## src/rtl/register_file.sv

```systemverilog
// 32 x 32-bit register file with two combinational read ports and entry 0 hardwired to zero.
// Optional write-through bypass on the read ports is enabled by defining REGFILE_BYPASS_EN.
module register_file #(
    parameter int DATA_W = 32,
    parameter int ADDR_W = 5
) (
    input  logic              clk,
    input  logic              rst,
    input  logic              RegWrite,
    input  logic [ADDR_W-1:0] WriteReg,
    input  logic [DATA_W-1:0] WriteData,
    input  logic [ADDR_W-1:0] ReadReg1,
    input  logic [ADDR_W-1:0] ReadReg2,
    output logic [DATA_W-1:0] ReadData1,
    output logic [DATA_W-1:0] ReadData2
);

    localparam int DEPTH = 2 ** ADDR_W;

    logic [DATA_W-1:0] mem_q [DEPTH];
    logic              wr_en;

    assign wr_en = RegWrite && (WriteReg != '0);

    // Entry 0 is only ever cleared, so it holds zero from the first reset onward.
    always_ff @(posedge clk) begin
        if (rst) begin
            for (int i = 0; i < DEPTH; i++) begin
                mem_q[i] <= '0;
            end
        end else if (wr_en) begin
            mem_q[WriteReg] <= WriteData;
        end
    end

    logic [DATA_W-1:0] rd1_arr;
    logic [DATA_W-1:0] rd2_arr;

    assign rd1_arr = (ReadReg1 == '0) ? '0 : mem_q[ReadReg1];
    assign rd2_arr = (ReadReg2 == '0) ? '0 : mem_q[ReadReg2];

`ifdef REGFILE_BYPASS_EN
    logic byp_en;

    // wr_en already excludes address 0, so the bypass never exposes a write to entry 0.
    assign byp_en    = wr_en && !rst;
    assign ReadData1 = (byp_en && (ReadReg1 == WriteReg)) ? WriteData : rd1_arr;
    assign ReadData2 = (byp_en && (ReadReg2 == WriteReg)) ? WriteData : rd2_arr;
`else
    assign ReadData1 = rd1_arr;
    assign ReadData2 = rd2_arr;
`endif

endmodule

```

## config.mk

```make
export PLATFORM = sky130hd
export DESIGN_NAME = register_file
export DESIGN_NICKNAME = d
export VERILOG_FILES = /design/src/rtl/register_file.sv
export SDC_FILE = /design/constraint.sdc
export NUM_CORES = 2
export LEC_CHECK = 0
export CORE_MARGIN = 2
export CORE_UTILIZATION = 65
export DETAILED_ROUTE_END_ITERATION = 12
export DONT_BUFFER_PORTS = 1
export GPL_TIMING_DRIVEN = 1
export PLACE_DENSITY_LB_ADDON = 0.05
export REMOVE_ABC_BUFFERS = 1
export SLEW_MARGIN = 20
export SYNTH_ARGS = -nofsm -noshare
export SYNTH_HDL_FRONTEND = slang
export SYNTH_SLANG_ARGS = --single-unit
```

## constraint.sdc

```tcl
create_clock -name clk -period 5.5 [get_ports clk]
set_input_delay 0.55 -clock clk [delete_from_list [all_inputs] [get_ports clk]]
set_output_delay 0.55 -clock clk [all_outputs]
set_load 0.05 [all_outputs]
```

==> results.md <==
STA:
- The maximum frequency from static timing analysis is 219.1 MHz.
- For the final routed database, the setup TNS stands at 0 ps.
- The final setup violation count is 0.
- The final cycle utilization of the critical path is 82.99%.
- The post-layout minimum cycle time is ~4600 ps.
- The relative max-transition margin is -14.78%.
- The slew at the pin closest to its max-slew limit is approximately 1700 ps.
- The worst hold slack across all endpoints is approximately 56 ps.
- The final count of pins violating max slew is around 110.
- The final-report hold violation count is 0.
- Setup repair after global routing left no endpoint under its margin.

Routing:
- The detail route stage leaves a number of antenna-violating nets equal to 0.
- The first routing iteration left 5157 violations.
- The DRC violations left is 0.
- The post-detailed-route wirelength per cell is 38.45 um.
- The post-detailed-route via-to-cell ratio is 7.577.
- The total number of vias is between 30000 and 40000.
- The count of TritonRoute iterations in the first routing pass is 7.
- After detailed routing, the total wire length is 173.8 mm.

Clocking:
- In this run the number of H-tree levels came out at 3.
- Post-CTS timing repair inserted 0 buffers for setup.
- The number of buffers on the longest clock path is 3.
- The number of sinks driven by the clock tree is ~1000.
- The TritonCTS clock tree is yes.
- Clock-pin slew was measured on the worst setup and hold paths at around 60 ps.
- In this run the clock root is driven by a clkbuf_16.
- The number of clock buffers added by TritonCTS is 106.

Outcome:
- The checks that failed: slew limit.
- The flow ran to the end, but the final reports show violations.

Setup path:
- The data required time of the critical path is roughly 5000 ps.
- Broken down by cell family, the worst path's largest delay share belongs to compound AO/OA/AOI/OAI gates.
- The critical path start-end classification is in2out.
- The stage delay of the slowest cell on the critical path is 1090 ps.
- The number of buffer and inverter instances along the worst setup path is 1.
- The worst endpoint data arrival time is 4010 ps.
- STA classifies the critical path endpoint as a primary output.
- The signal on the critical path passes through mux4_2 -> nor2b_1 -> a2111oi_0 -> nor4_2 -> buf_6.
- The slowest stage of the critical path belongs to the cell a2111oi_0.
- Along the worst path, the maximum fanout reaches 309.
- The critical path startpoint category is a primary input.

Layout:
- In the final layout, the registers with the most flip-flops are mem_q (1024).
- The area added between synthesis and finish is 8.024%.
- Excluding fillers, the count of instances in the completed layout stands at ~4500.
- The flip-flop count of the largest register after layout is approximately 1000.
- The area taken by multi-input logic gates is 22250 um2.
- In the layout the commonest cells are edfxtp_1 (1024), and2_1 (994), mux4_2 (472).
- Of the cells placed in the final design, the portion with a size suffix greater than 1 is around 26%.
- The final core area utilization is around 70%.
- The sequential cells in the finished layout cover a total of approximately 31000 um2.
- The number of nets in the layout is about 3400.
- The register with the highest flop count is mem_q.
- After filler insertion, the fill cell instance count of the layout stands at 5228.
- The most frequent standard cell in the layout excluding fill and tap cells is edfxtp_1.

Power and ir drop:
- The leakage power total is roughly 20 nW.
- The total power after layout is ~19 mW.
- The total power per unit cell area is approximately 320 nW/um2.
- The maximum vdd drop is around 250 uV.

GRT:
- The maximum number of pins on one net before global-route repair is a little over 300.
- The via count of the first global-routing pass came to 34500.
- After global routing the overflow that remains totals 0.
- The met2 usage in global routing is a little over three fifths.
- In the global route stage, met3 resource usage came out at roughly 14%.
- The first-pass GRT wire length is between 200 and 250 mm.
- For met1 alone, demand over resource in global routing was between 50% and 60%.
- The number of antenna violations at the first check in global routing is 11.
- met2 is the most crowded layer.
- The total routing usage reported by global routing is between 40% and 50%.

Logic synthesis:
- The netlist uses 42 different library cells.
- The yosys synthesis warning count is 0.
- The most frequently used flop master after synthesis is edfxtp_1.
- The synthesized netlist cell count is about 3500.
- Each instance of the synthesized netlist takes up on average between 15 and 20 um2.
- The number of enable-type register cells in the synthesized netlist is between 1000 and 1500.
- The post-synthesis sequential element count is slightly above 1000.
- In this run the cell area of the synthesized design comes to about 54000 um2.
- The share of the Yosys chip area taken by registers is 56.70%.
- The proportion of synthesized flip-flops having asynchronous set or reset is 0%.
- The portion of synthesized cell area occupied by the leading cell type is 56.70%.
- Ranked by total cell area, the synthesized netlist is headed by edfxtp_1 (57%), mux4_2 (20%), and2_1 (11%).
- edfxtp_1 takes more of the synthesized area than any other cell.

Min path:
- The worst hold path depth is 0.
- The kind of path behind the tightest hold check is in2reg.
- The destination of the worst hold path is mem_q[0][22].
- The startpoint identified for the worst hold timing path is rst.

Floorplan:
- In this run the core area contains 105 standard-cell rows.
- After floorplanning, the core was sized to cover ~80000 um2.
- Once the floorplan was initialized, standard cells occupied between 60% and 70% of the core.
- The horizontal die dimension is roughly 290 um.
- The die footprint is roughly 86000 um2.
- The number of ports placed on the die boundary is 114.
- The die is between 200 and 300 um tall.

Placement:
- In this run the tool buffered the top-level ports with 0 buffer cells.
- The placer's final routability congestion estimate is approximately 0.88.
- The post-DP HPWL is 97.33 mm.
- Counting tap cells, the placed design contains a total of around 4300 instances.

Job:
- Max-cap violations in this run came to 0.
-- worst max-delay path by stage --
stage / start / to / slack (ps) / cells past startpoint
floorplan: ReadReg2[1] / ReadData2[21] / 530 / 4
detailed placement: ReadReg2[1] / ReadData2[5] / 1850 / 6
finish: ReadReg2[0] / ReadData2[6] / 940 / 5
global placement: ReadReg2[2] / ReadData2[26] / 1860 / 6
CTS: mem_q[15][26] / ReadData2[26] / 1800 / 5
global route: ReadReg2[1] / ReadData2[8] / 1660 / 5
-- per-stage QoR --
step                setup WS, ps  area (um2)
detailed placement          1845       55080
CTS                         1800       58540
global placement            1859       55080
finish                     935.7       58580
global route                1659       58560
floorplan                  528.4       52560
-- power by group --
group | total, mW | switching, mW | leakage (nW) | internal, mW
sequential | 9.26 | 0.233 | 9.75 | 9.02
clock | 7.30 | 3.06 | 1.69 | 4.24
combinational | 2.07 | 1.19 | 8.55 | 0.879
-- per-layer routing --
metal	up-vias	part of all wire (%)
met5	-	0.014
met4	4	5.1
met3	584	15
met2	2860	46
met1	17530	34
li1	13260	-
-- area by class of cell --
cell class | instances | share of cell area [%]
clock buffer | 131 | 4.833
inverter | 2 | 0.01281
tap | 1070 | 2.285
sequential | 1024 | 52.49
clock inverter | 64 | 1.070
antenna | 10 | 0.04271
timing repair buffer | 98 | 1.296
multi-input combinational | 2120 | 37.97
-- cells by family (layout without fill, tap and decap cells) --
logic type	count (synthesis)	in the layout	share of synthesized area (%)
buffers and inverters	389	295	3.313
other	1	42	0.006915
AND/OR/NAND/NOR	1177	1177	13.34
multiplexers	652	652	22.99
AO/OA/AOI/OAI	259	259	3.652
flip-flops	1024	1024	56.70
-- timing repair --
item                                   4_1_cts  5_1_grt
endpoints found under the hold margin       13        1
resized for setup                            0        0
hold buffers                                 1        1
-- cell usage after synthesis (2+ instances only) --
master and n:
nand4bb_1 2, a2111oi_0 14, a21oi_1 12, nand3_1 5
o21ai_0 4, a2111oi_1 41, nor4_1 6, o22ai_1 103
nor2b_1 14, inv_1 2, nand3b_1 5, or3b_2 4
and2_1 995, nand2_1 7, mux2_2 30, a221o_1 2
or3_1 2, edfxtp_1 1024, buf_2 44, mux4_2 472
buf_1 18, and3_1 3, buf_4 31, a211oi_1 7
nor3_1 54, nand2b_1 5, clkbuf_1 272, a22o_1 51
a22oi_1 16, nor4b_1 2, nor2_1 36, buf_6 22
a221oi_1 4, a32o_1 4, mux2i_1 150, or2_2 33
Power figures use the tool's default switching activity.
